## config.mk

```make
export PLATFORM = sky130hd
export DESIGN_NAME = onchip_mem_arbiter
export DESIGN_NICKNAME = d
export VERILOG_FILES = /design/src/rtl/onchip_mem_arbiter.sv
export SDC_FILE = /design/constraint.sdc
export NUM_CORES = 1
export LEC_CHECK = 0
export CORE_MARGIN = 3
export CORE_UTILIZATION = 38
export CTS_CLUSTER_DIAMETER = 60
export DETAILED_ROUTE_END_ITERATION = 12
export PLACE_DENSITY = 0.88
export SLEW_MARGIN = 30
export SYNTH_ARGS = -nofsm -noshare
export SYNTH_HDL_FRONTEND = slang
export SYNTH_SLANG_ARGS = --single-unit
```

## constraint.sdc

```tcl
create_clock -name clk_clk -period 4.3 [get_ports clk_clk]
set_clock_uncertainty 0.15 [all_clocks]
set_input_delay 0.645 -clock clk_clk [delete_from_list [all_inputs] [get_ports clk_clk]]
set_output_delay 0.645 -clock clk_clk [all_outputs]
set_load 0.02 [all_outputs]
```

## src/rtl/onchip_mem_arbiter.sv

```systemverilog
// onchip_mem_arbiter: multi-channel arbiter onto a single on-chip RAM port with lock and ordered read returns
module onchip_mem_arbiter #(
  parameter int NUM_CH   = 4,
  parameter int ADDR_W   = 10,
  parameter int DATA_W   = 32,
  parameter int READ_LAT = 1,
  parameter int ARB_MODE = 0,
  parameter int MAX_LOCK = 16,
  localparam int BE_W    = DATA_W / 8,
  localparam int CW      = (NUM_CH > 1) ? $clog2(NUM_CH) : 1
) (
  input  logic                     clk_clk,
  input  logic                     reset_reset,
  input  logic [NUM_CH-1:0]        req_valid,
  output logic [NUM_CH-1:0]        req_ready,
  input  logic [NUM_CH-1:0]        req_write,
  input  logic [NUM_CH-1:0]        req_lock,
  input  logic [NUM_CH*ADDR_W-1:0] req_addr,
  input  logic [NUM_CH*DATA_W-1:0] req_wdata,
  input  logic [NUM_CH*BE_W-1:0]   req_be,
  output logic [NUM_CH-1:0]        rsp_valid,
  output logic [DATA_W-1:0]        rsp_rdata,
  output logic [ADDR_W-1:0]        mem_address,
  output logic                     mem_chipselect,
  output logic                     mem_clken,
  output logic                     mem_write,
  input  logic [DATA_W-1:0]        mem_readdata,
  output logic [DATA_W-1:0]        mem_writedata,
  output logic [BE_W-1:0]          mem_byteenable
);
  logic [CW-1:0] last_grant, lock_ch, gnt_ch, iss_ch;
  logic [CW-1:0] cand [NUM_CH];
  logic [CW-1:0] pc [READ_LAT];
  logic [READ_LAT-1:0] pv;
  logic [7:0] lock_cnt;
  logic lock_on, hold, any;

  // cand[i] is the i-th channel in search order; fixed priority always starts at 0
  for (genvar g = 0; g < NUM_CH; g++) begin : g_cand
    assign cand[g] = CW'((g + ((ARB_MODE != 0) ? 0 : int'(last_grant) + 1)) % NUM_CH);
  end

  assign hold = lock_on & req_valid[lock_ch] & (lock_cnt != 8'(MAX_LOCK));

  always_comb begin
    gnt_ch = '0;
    any = 1'b0;
    for (int i = NUM_CH - 1; i >= 0; i--)
      if (req_valid[cand[i]]) begin
        gnt_ch = cand[i];
        any = 1'b1;
      end
    if (hold) begin
      gnt_ch = lock_ch;
      any = 1'b1;
    end
  end

  assign req_ready = (any && !reset_reset) ? (NUM_CH'(1) << gnt_ch) : '0;

  always_ff @(posedge clk_clk or posedge reset_reset) begin
    if (reset_reset) begin
      last_grant     <= CW'(NUM_CH - 1);
      lock_ch        <= '0;
      lock_on        <= 1'b0;
      lock_cnt       <= '0;
      iss_ch         <= '0;
      pv             <= '0;
      for (int i = 0; i < READ_LAT; i++) pc[i] <= '0;
      mem_chipselect <= 1'b0;
      mem_write      <= 1'b0;
      mem_clken      <= 1'b0;
      mem_address    <= '0;
      mem_writedata  <= '0;
      mem_byteenable <= '0;
      rsp_valid      <= '0;
      rsp_rdata      <= '0;
    end else begin
      mem_clken      <= 1'b1;
      mem_chipselect <= any;
      mem_write      <= any & req_write[gnt_ch];
      if (any) begin
        mem_address    <= req_addr[gnt_ch*ADDR_W +: ADDR_W];
        mem_writedata  <= req_wdata[gnt_ch*DATA_W +: DATA_W];
        mem_byteenable <= req_be[gnt_ch*BE_W +: BE_W];
        last_grant     <= gnt_ch;
        iss_ch         <= gnt_ch;
      end
      // a fresh lock (new channel or after the beat limit) restarts the count at one
      if (any && req_lock[gnt_ch]) begin
        lock_on  <= 1'b1;
        lock_ch  <= gnt_ch;
        lock_cnt <= hold ? lock_cnt + 8'd1 : 8'd1;
      end else begin
        lock_on  <= 1'b0;
        lock_cnt <= '0;
      end
      pv[0] <= mem_chipselect & ~mem_write;
      pc[0] <= iss_ch;
      for (int i = 1; i < READ_LAT; i++) begin
        pv[i] <= pv[i-1];
        pc[i] <= pc[i-1];
      end
      rsp_valid <= pv[READ_LAT-1] ? (NUM_CH'(1) << pc[READ_LAT-1]) : '0;
      if (pv[READ_LAT-1]) rsp_rdata <= mem_readdata;
    end
  end
endmodule

```

; ---- Word-level counts from Yosys, hierarchy flattened
; Cells that the tools add are included.
[word_totals]
latch_bits = 0
romBits = 0
wordCells = 70
n_memories = 0
ff_bits = 103
output_inout_bits = 89
ramBits = 0
input_bits = 230
[op_classes]
reduce_logical = 3
mux = 29
shifts = 5
order_cmp = 6
n_addsub = 5
n_mul = 1
n_eq_ne = 1
n_bitwise = 5
div_mod_pow = 0
[ops]
columns = operator, n
row1 = $shiftx A128 B8 Y32, 1
row2 = $shiftx A40 B7 Y10, 1
row3 = $lt A2 B3 Y1 const B, 6
row4 = $mux W8, 2
row5 = $shiftx A16 B5 Y4, 1
row6 = $bmux W1 S2, 7
row7 = $mux W1, 13
row8 = $mux W2, 5
row9 = $add A8 B1 Y8 const B, 1
row10 = $mux W4, 2
row11 = $ne A8 B5 Y1 const B, 1
row12 = $shl A1 B2 Y4 const A, 2
row13 = $add A2 B2 Y2 const A, 3
row14 = $mul A2 B3 Y5 const B, 1
row15 = $and A1 B1 Y1, 4
row16 = $add A2 B1 Y2 const B, 1
row17 = $logic_and A1 B1 Y1, 2
row18 = $logic_not A1 Y1, 1
row19 = $not A1 Y1, 1

; ---- Depth between registers and ports, before layout
[depth]
ltp_word = 13
mapped_depth = 10
ltp_nobuf = 7

; ---- Least setup slack after synthesis
; OpenSTA, ideal clock, no wires.
[synth_timing]
kind = input to output
from = input port reset_reset
to = output port req_ready[1]
t_required_ns = 3.505
path_buffers = 0
path_slack_ns = 0.097
arrival_ns = 3.408
path_stages = 2
path_cell_list = inv_1 -> and4_1
[synth_via]
elab_chain_len = 3
[synth_lines]
columns = element, line
row1 = start: declaration, 13  ; input logic reset_reset,
row2 = $logic_not A1 Y1 (no line), -
row3 = $logic_and A1 B1 Y1, 59  ; assign req_ready = (any && !reset_reset) ? (NUM_CH'(1) << gnt_ch) : '0;
row4 = $mux W4, 59
row5 = end: declaration, 15  ; output logic [NUM_CH-1:0] req_ready,
; Every way passes these cells.

; ---- Worst setup path in the final report
[layout_timing]
from = input port req_valid[3]
to = output port req_ready[0]
[layout_via]
elab_chain_len = 9
elab_cells_between_ends = 25
classes_between = 1 x shift / 21 x mux / 2 x bitwise / 1 x reduce/logical
[layout_lines]
columns = element, line
row1 = start: declaration, 14  ; input logic [NUM_CH-1:0] req_valid,
row2 = $bmux W1 S2, 49  ; if (req_valid[cand[i]]) begin
row3 = $mux W1 (implied by the code), 49
row4 = $mux W2 / $mux W1 (equally long branches) (4 in a row), 49
row5 = $mux W2 / $mux W1 (equally long branches), 53  ; if (hold) begin
row6 = $shl A1 B2 Y4 / $logic_and A1 B1 Y1 (equally long branches), 59
row7 = $mux W4 *, 59
; Every way passes the cells marked *; elsewhere a longest branch is shown, timed or not. The select of a mux whose other input is x is not followed.

==> run summary <==
## Critical path
• 3.50 ns — data required time at the worst endpoint
• 7 — maximum fanout along the worst path
• 1.17 ns — register-to-register setup slack
• lock_cnt[0] — Worst R2R Start
• mem_address[0] — Critical R2R Capture
• 8 — path depth of the worst reg2reg path
• req_ready[0] — capture point of the critical path
• 3.34 ns — WP data arrival
• primary input — CP startpoint kind
• output pin — sort of element at the end of the critical path
• req_valid[3] — worst setup path start
• in -> out — Setup Crit Path Kind

## Cells and area
• 66.9% — layout overhead on the synthesized area
• 0.652 — final core utilization
• 9080 um2 — finished layout cell area
• 936 — final standard cell count with taps included and fillers excluded
• 0 — final antenna diode count
• 983 — nets@finish
• 0.116 — fraction of final layout cells with drive strength greater than 1

## Logic synthesis
• 5440 um2 — Post-Syn Area
• 12.2 um2 — average cell area after synthesis
• 0 — number of enable flip-flop cells after synthesis
• 54 — Netlist cell types
• 103 — number of storage elements in the synthesis netlist
• 446 — cells after synthesis
• 0.474 — register area share after synthesis
• 0 — yosys warns
• dfrtp_1 — leading register cell type out of synthesis
• 678 — number of nets produced by synthesis
• 1.00 — proportion of register bits with asynchronous set or reset after synthesis

## Power
• 1.32 mV — largest vdd supply drop
• 697 nW/um2 — P per Cell Area
• 3.73 nW — Leakage Power
• 6.33 mW — total chip power

## STA
• 4.13 ns — clock period minus final worst setup slack
• 0 — Max Transition Viols Final
• 0.451 — worst slew margin relative to its limit
• 0.235 ns — worst hold-check slack
• 0.168 ns — worst-case setup margin in the final layout
• 0 ns — total negative slack
• 0.961 — Period Utilization, post-route
• 0 — count of final hold-check violations
• false — unrepaired setup endpoints after global routing
• 0 — number of setup violations in the final report
• 0.824 ns — worst slew pin tran
• 242 MHz — highest achievable clock rate

## Clock tree
• 3 — H-tree depth reported by CTS
• clkbuf_16 — master cell of the clock root buffer
• 2 — Bufs on Longest Clock Path
• 103 — clock sinks
• 0.08 ns — register clock-pin slew on the reported worst setup and hold paths
• 9 — number of buffers added by the clock tree synthesis step
• done — TritonCTS clock tree
• 0.35 ns — source-to-sink clock delay at the later pin of the worst-skew pair
• 0 — Post-CTS Hold Buffers
• 0 — number of cells upsized or downsized after cts
• 0 — count of buffers added by post-CTS timing repair for setup

## Floorplanning
• 15,800 um2 — Die Footprint
• 43 — row cnt
• 319 — number of top-level pins
• 0.391 — starting density of the core
• 126 um — die width
• 13,900 um2 — Core Box Area
• 126 um — height of the chip

## GRT
• 5,113 — via count of the first global-routing pass
• 96 — maximum number of pins on one net before global-route repair
• 0 — grt ovf
• 0.226 — GR Util All Layers
• 0 — number of antenna violations at the first check in global routing
• 28,300 um — wire length of the first global-routing pass

## Detailed routing
• 1240 um — routed length on met3
• 4,953 — total number of vias
• 9690 um — Met2 Wirelength
• 19.5 um — drt wl/cell
• 296 — first-iteration detailed-routing DRC count
• 7090 um — Met1 Routed Length
• 0 — total DRC errors in the routed layout
• 4 — TritonRoute pass-1 iters
• 5.29 — post-detailed-route via-to-cell ratio
• met4 — uppermost metal layer occupied by signal nets
• 0 — count of antenna-violating nets left after detailed routing
• 18,300 um — post-detailed-routing wire length

## Place
• 0.934 — global placer's final weighted congestion
• 318 — number of buffer cells added on primary ports
• 13,900 um — detailed-placement wirelength estimate
• 920 — count of placed standard cells including taps
• 8750 um2 — standard cell area after detailed placement
• 0.181 ns — minimum setup slack after placement

## Hold path
• reg -> reg — Hold Crit Class

## Flow run
• 0 — Max Cap Violations

## Outcome
• completed — outcome

## how the worst min path moves through the flow
stage	startpoint	to	slack (ns)	cells after the start
2_1_floorplan	iss_ch[1]	pc[1]	0.20	0
3_3_place_gp	iss_ch[1]	pc[1]	0.22	0
3_5_place_dp	iss_ch[0]	pc[0]	0.22	0
4_1_cts	iss_ch[0]	pc[0]	0.24	0
5_1_grt	iss_ch[0]	pc[0]	0.24	0
6_report	iss_ch[0]	pc[0]	0.23	0
## layer usage
metal,track usage,up-vias
met5,0,-
met4,0.0517,0
met3,0.0543,17
met2,0.407,229
met1,0.274,2402
li1,-,2305
## critical path: stages
cell             delay, ns
clkdlybuf4s50_1       0.53
mux4_2                0.58
o211a_4               0.19
o31a_2                0.40
nor4_1                0.31
clkdlybuf4s50_1       0.68
## cell usage after synthesis (4+ instances only)
| library cell | count | share of area |
|---|---|---|
| nor2_1 | 48 | 0.033 |
| a21o_1 | 5 | 0.0069 |
| a221oi_2 | 15 | 0.041 |
| inv_1 | 7 | 0.0048 |
| buf_2 | 12 | 0.011 |
| dfrtp_1 | 101 | 0.46 |
| nand2_1 | 8 | 0.0055 |
| a211oi_1 | 10 | 0.014 |
| xor2_1 | 4 | 0.0064 |
| and3_1 | 4 | 0.0046 |
| buf_6 | 6 | 0.012 |
| a221oi_1 | 31 | 0.050 |
| clkbuf_1 | 8 | 0.0055 |
| mux2i_1 | 94 | 0.17 |
| buf_4 | 6 | 0.0083 |
| mux2_2 | 33 | 0.068 |
## layout by cell type (no fill, tap or decap), drive strengths merged, types with 2 or more instances in the layout
cell and count:
clkdlybuf4s50 318, dfrtp 101, mux2i 94, nor2 49
a221oi 46, mux2 33, clkbuf 11, a211oi 10
buf 10, inv 10, nand2 8, a21o 5
and3 4, xor2 4, nor2b 3, nand2b 3
and4 3, nor4 3, or3b 2, o2111a 2
a31oi 2, a21oi 2, nand3 2, xnor2 2
ha 2, bufinv 2, dfstp 2, o311ai 2
## logic make-up (layout without fill, tap and decap cells)
family          after synthesis  after routing  synth area share
buf+inv                      41            351            0.0434
xor+xnor                      6              6           0.00966
simple gates                 83             83            0.0759
other cells                   1              1          0.000689
compound gates               82             82             0.146
flops                       103            103             0.474
fa+ha+maj                     2              2           0.00460
mux                         128            128             0.245
## area by class of cell
| class | instances | area (um2) |
|---|---|---|
| sequential | 103 | 2580 |
| multi-input combinational | 302 | 2640 |
| clock buffer | 11 | 243 |
| tap | 180 | 225 |
| inverter | 7 | 28.8 |
| clock inverter | 5 | 88.8 |
| fill | 1061 | 4850 |
| timing repair buffer | 328 | 3280 |
## flip-flops by register name, summed over array words and instances (netlist names)
register / cells
rsp_valid: 4
pv: 1
mem_chipselect: 1
rsp_rdata: 32
lock_ch: 2
lock_cnt: 8
mem_clken: 1
pc: 2
mem_write: 1
iss_ch: 2
mem_address: 10
mem_writedata: 32
lock_on: 1
last_grant: 2
mem_byteenable: 4
## report_power, final
group / switching (mW) / internal (mW) / leakage (nW)
clock: 0.376 / 0.535 / 0.163
combinational: 1.86 / 1.84 / 2.36
sequential: 0.276 / 1.44 / 1.21
total: 2.52 / 3.81 / 3.73
(Power assumes the default switching activity.)
